==> src/rtl/mini_i_cache_line.sv <==
// mini_i_cache_line: direct-mapped, read-only instruction cache with multi-word
// lines. A miss fetches the whole line in one burst from the bus, which takes one
// address handshake followed by LINE_WORDS data beats. flush invalidates every line.
// Optional feature macro: MINI_I_CACHE_PERF_EN adds saturating hit/miss counters.
//
//   state        | meaning
//   -------------+------------------------------------------------------------
//   IDLE         | ready for a fetch request
//   LOOKUP       | compare the latched address against the line tag and valid bit
//   REFILL_ADDR  | present the line base address to the bus
//   REFILL_DATA  | receive LINE_WORDS beats in offset order
//   RESP         | hold the instruction until the CPU takes it
module mini_i_cache_line #(
  parameter int DATA_WIDTH = 32,
  parameter int ADDR_WIDTH = 32,
  parameter int NUM_LINES  = 16,
  parameter int LINE_WORDS = 4
) (
  input  logic                  clock,
  input  logic                  reset,
  input  logic                  flush,
  input  logic                  ir_addr_valid,
  output logic                  ir_addr_ready,
  input  logic [ADDR_WIDTH-1:0] ir_addr,
  output logic                  ir_data_valid,
  input  logic                  ir_data_ready,
  output logic [DATA_WIDTH-1:0] ir_data,
  output logic                  bus_ir_addr_valid,
  input  logic                  bus_ir_addr_ready,
  output logic [ADDR_WIDTH-1:0] bus_ir_addr,
  input  logic                  bus_ir_data_valid,
  output logic                  bus_ir_data_ready,
  input  logic [DATA_WIDTH-1:0] bus_ir_data
`ifdef MINI_I_CACHE_PERF_EN
  ,
  output logic [31:0]           hit_count,
  output logic [31:0]           miss_count
`endif
);

  localparam int OFF_W = $clog2(LINE_WORDS);
  localparam int IDX_W = $clog2(NUM_LINES);
  localparam int TAG_W = ADDR_WIDTH - IDX_W - OFF_W;
  localparam int WORDS = NUM_LINES * LINE_WORDS;
  localparam logic [OFF_W-1:0] LAST_BEAT = OFF_W'(LINE_WORDS - 1);

  typedef enum logic [2:0] {
    IDLE,
    LOOKUP,
    REFILL_ADDR,
    REFILL_DATA,
    RESP
  } state_t;

  state_t                  state_q, state_d;
  logic [ADDR_WIDTH-1:0]   addr_q;
  logic [DATA_WIDTH-1:0]   data_q;
  logic [OFF_W-1:0]        beat_q;
  logic                    flush_pend_q;
  logic [NUM_LINES-1:0]    valid_q;
  logic [TAG_W-1:0]        tag_q [NUM_LINES];
  logic [DATA_WIDTH-1:0]   mem_q [WORDS];

  logic [TAG_W-1:0]        req_tag;
  logic [IDX_W-1:0]        req_idx;
  logic [OFF_W-1:0]        req_off;
  logic                    hit;
  logic                    accept;
  logic                    beat_fire;
  logic                    last_beat;
  logic                    resp_done;
  logic                    flush_all;

  assign req_tag = addr_q[ADDR_WIDTH-1 -: TAG_W];
  assign req_idx = addr_q[OFF_W +: IDX_W];
  assign req_off = addr_q[OFF_W-1:0];
  assign hit     = valid_q[req_idx] && (tag_q[req_idx] == req_tag);

  // Handshake qualifiers and next-state selection
  always_comb begin
    state_d   = state_q;
    accept    = (state_q == IDLE) && ir_addr_valid;
    beat_fire = (state_q == REFILL_DATA) && bus_ir_data_valid;
    last_beat = beat_fire && (beat_q == LAST_BEAT);
    resp_done = (state_q == RESP) && ir_data_ready;
    // A flush seen outside IDLE waits until the response has gone, so the line just
    // refilled is dropped as well.
    flush_all = ((state_q == IDLE) && flush) || (resp_done && (flush || flush_pend_q));
    case (state_q)
      IDLE:        if (ir_addr_valid) state_d = LOOKUP;
      LOOKUP:      state_d = hit ? RESP : REFILL_ADDR;
      REFILL_ADDR: if (bus_ir_addr_ready) state_d = REFILL_DATA;
      REFILL_DATA: if (last_beat) state_d = RESP;
      RESP:        if (ir_data_ready) state_d = IDLE;
      default:     state_d = IDLE;
    endcase
  end

  // FSM state, beat counter, pending flush and valid bits (the resettable control)
  always_ff @(posedge clock) begin
    if (reset) begin
      state_q      <= IDLE;
      beat_q       <= '0;
      flush_pend_q <= 1'b0;
      valid_q      <= '0;
    end else begin
      state_q <= state_d;
      if (beat_fire) beat_q <= beat_q + 1'b1;
      if (resp_done) flush_pend_q <= 1'b0;
      else if ((state_q != IDLE) && flush) flush_pend_q <= 1'b1;
      if (flush_all) valid_q <= '0;
      else if (last_beat) valid_q[req_idx] <= 1'b1;
    end
  end

  // Request address, response word, line data and tags (no reset; guarded by valid_q)
  always_ff @(posedge clock) begin
    if (accept) addr_q <= ir_addr;
    if ((state_q == LOOKUP) && hit) data_q <= mem_q[{req_idx, req_off}];
    if (beat_fire) begin
      mem_q[{req_idx, beat_q}] <= bus_ir_data;
      if (beat_q == req_off) data_q <= bus_ir_data;
    end
    if (last_beat) tag_q[req_idx] <= req_tag;
  end

  // Handshake outputs drop while reset is held so a reset mid-refill stops the bus at once
  assign ir_addr_ready     = (state_q == IDLE)        && !reset;
  assign ir_data_valid     = (state_q == RESP)        && !reset;
  assign bus_ir_addr_valid = (state_q == REFILL_ADDR) && !reset;
  assign bus_ir_data_ready = (state_q == REFILL_DATA) && !reset;
  assign ir_data           = data_q;
  assign bus_ir_addr       = {req_tag, req_idx, {OFF_W{1'b0}}};

`ifdef MINI_I_CACHE_PERF_EN
  logic [31:0] hit_q, miss_q;

  // Saturating lookup outcome counters; flush leaves them alone
  always_ff @(posedge clock) begin
    if (reset) begin
      hit_q  <= '0;
      miss_q <= '0;
    end else if (state_q == LOOKUP) begin
      if (hit) begin
        if (hit_q != '1) hit_q <= hit_q + 32'd1;
      end else begin
        if (miss_q != '1) miss_q <= miss_q + 32'd1;
      end
    end
  end

  assign hit_count  = hit_q;
  assign miss_count = miss_q;
`endif

endmodule

==> config.mk <==
export PLATFORM = sky130hd
export DESIGN_NAME = mini_i_cache_line
export DESIGN_NICKNAME = d
export VERILOG_FILES = /design/src/rtl/mini_i_cache_line.sv
export SDC_FILE = /design/constraint.sdc
export NUM_CORES = 2
export LEC_CHECK = 0
export CAP_MARGIN = 20
export CELL_PAD_IN_SITES_DETAIL_PLACEMENT = 0
export CELL_PAD_IN_SITES_GLOBAL_PLACEMENT = 1
export CORE_MARGIN = 8
export CORE_UTILIZATION = 39
export CTS_BUF_LIST = sky130_fd_sc_hd__clkbuf_2
export DETAILED_ROUTE_END_ITERATION = 8
export GPL_ROUTABILITY_DRIVEN = 0
export HOLD_SLACK_MARGIN = 0.1
export PLACE_DENSITY = 0.68
export SLEW_MARGIN = 20
export SYNTH_ARGS = -nofsm -noshare
export SYNTH_HDL_FRONTEND = slang
export SYNTH_SLANG_ARGS = --single-unit
==> constraint.sdc <==
create_clock -name clock -period 7.4 [get_ports clock]
set_input_delay 1.48 -clock clock [delete_from_list [all_inputs] [get_ports clock]]
set_output_delay 1.48 -clock clock [all_outputs]
set_load 0.02 [all_outputs]
==> metrics.cfg <==
[yosys]
syn_area_um2 = 98000
synth_top_area_share_pct = 76.49
synth_flop_cell = edfxtp_1
synth.avg_cell_area_um2 = 23.85
seq_area_frac_synth_pct = 77.71
synth-seq-cells = 2556
ys_warn_count = 0
ys_async_sr_fraction_pct = 0
synthTopCellsByArea = edfxtp_1, mux4_2, dfxtp_1
synth-edff-count = 2496
synth.distinct_cells = 61
syn-instance-count = 4108
yosys.area.top_type = edfxtp_1

[clocking]
clkTransAtPathRegs_ns = 0.11
root_buffer = clkbuf_2
cts-buffers-inserted = 626
clk-insertion-delay-late_ns = 1.80
cts_tree = yes
cts.sinks = 2556
cts_max_path_buffers = 4
cts.htree.levels = 6

[final_layout]
final_cell_mix = edfxtp_1, clkbuf_2, mux4_2
layout_commonest_cell = edfxtp_1
fin_area_um2 = 110100
area_delta_synth_final_pct = 12.35
fin_util_pct = 43.91
nNetsFinal = 4893
num-fill-cells = 21366
drive_gt1_share_pct = 38.49

[global_route]
first_global_vias = 48229
antenna_found_initial = 33
grt_usage_pct = 17.61
grt.overflow.total = 0
grt_pass1_wl_um = 342300
grt_max_degree = 152

[place]
place_area_um2 = 104400
dpl_worst_slack_ns = 2.282
io_buffers = 136
place_hpwl_um = 138200

[detailed_routing]
ant_nets = 0
wl_per_cell_um = 27.78
vias = 46487
drt_iter0_markers = 4814
drc = 0
viasPerCell = 5.407
dr.pass1.iters = 5
wl_um = 238900

[timing]
max_slew.worst_pin.slew_ns = 1.158
drv_slew = 0
grt_setup_unrepaired = no
worst_clock_skew_ns = 0.2113
timing.final.crit_share_pct = 66.64
fin_crit_ns = 4.931
slew_headroom_pct = 22.78
hold_viol_final = 0
max_freq_mhz = 202.8
fin_ws_ns = 2.469
fin_setup_tns_ns = 0
setup_violations = 0

[power]
finalPower_mw = 28.33
pwr_density_cell_nw_per_um2 = 257.3
p_leak_nw = 35.20
ir_worst_vdd_v = 0.0001341

[die]
die_area_um2 = 267600
die_h_um = 517.3
pin_count = 139
fp.coreArea_um2 = 250700
rows = 184
initial_core_util_pct = 39.09
die_w_um = 517.3

[critical_path]
crit_fanout = 21
critical_path_required_ns = 5.92
critPathKind = register to output port
cp_num_buf_inv = 1
crit_family = flip-flops
end_kind = output port
cp_slowest_cell = edfxtp_1
start_kind = register
max_stage_delay_ns = 0.99
path_cells = clkdlybuf4s50_1
cp.arrival_ns = 3.45

[flow_run]
maxCapViolCount = 0

[run_status]
run_status = finished, final reports clean

[worst_hold_path]
min_path_type = input port to register

[worst paths after layout]
kind | from | to | slack, ns | cells past startpoint
worst max register to register | register | ir_data[13] | 2.76 | 7
worst min-delay path | bus_ir_data[9] | mem_q[48][9] | 0.36 | 2
worst min register to register | valid_q[6] | valid_q[6] | 0.47 | 1
worst max-delay path | addr_q[8] | bus_ir_addr[8] | 2.47 | 1
[area by class of cell]
| type | instances | area (um^2) | area share, % |
|---|---|---|---|
| flip-flops and latches | 2556 | 76170 | 69.19 |
| multi-input cells | 1299 | 21210 | 19.27 |
| clock buffers | 930 | 4654 | 4.228 |
| well taps | 3348 | 4189 | 3.805 |
| repair buffers | 330 | 3268 | 2.968 |
| clock inverters | 118 | 545.5 | 0.4955 |
| inverters | 8 | 32.53 | 0.02955 |
| diodes | 9 | 22.52 | 0.02046 |
[through the flow]
stage / instances / hold WS [ns]
6_report: 8598 / 0.3576
5_1_grt: 8597 / 0.1311
4_1_cts: 8578 / 0.1013
3_5_place_dp: 7504 / 0.4478
3_3_place_gp: 7485 / 0.4417
2_1_floorplan: 4109 / 0.4354
[flip-flops by register name (all words and copies together), names as in the netlist, named ones only]
| signal | flops |
|---|---|
| ir_data | 32 |
| state_q | 3 |
| valid_q | 16 |
| addr_q | 32 |
| mem_q | 2048 |
| flush_pend_q | 1 |
| beat_q | 2 |
| tag_q | 416 |
[cells in the mapped netlist, drive strengths merged, types with 3 or more instances]
cell type,instances
xor2,18
a221oi,6
mux4,747
o21a,16
nand2b,11
nand2,35
inv,7
a31oi,6
buf,122
nor2b,13
nand4,9
a21o,3
xnor2,20
dfxtp,60
o22ai,8
a211oi,4
or3,7
edfxtp,2496
nor2,129
clkbuf,124
a2111oi,3
nor3,8
nand3,18
mux2i,115
a22o,3
mux2,21
a21oi,41
o21ai,4
nor4,3
and2,3
a22oi,18
o221ai,4
[cell families after synthesis]
family                   synth area share [%]
AO/OA/AOI/OAI                          0.9193
XOR/XNOR                               0.3396
adder cells (fa/ha/maj)               0.01277
buffers and inverters                   1.268
flip-flops                              77.71
multiplexers                            18.58
other                                0.003827
AND/OR/NAND/NOR                         1.162
[timing repair]
action	in CTS	in global routing
buffers inserted	0	0
endpoints found under the setup margin	0	0
endpoints found under the hold margin	36	108
hold buffers	26	7
resized for setup	0	0
[report_power, final]
part / switching (mW) / leakage (nW) / internal [mW]
logic: 1.80 / 8.12 / 1.53
registers: 0.207 / 22.9 / 15.9
clock network: 5.45 / 4.14 / 3.40
[routing by layer]
metal  track usage (%)  share of wire (%)  up-vias
met4             4.893                2.1        4
met2             28.39                 49     1901
met3             5.177                8.5      377
li1                  -                  -    19392
met1             23.50                 41    24813
met5                 0              0.014        -
No activity file was read; power rests on OpenSTA's default activity.
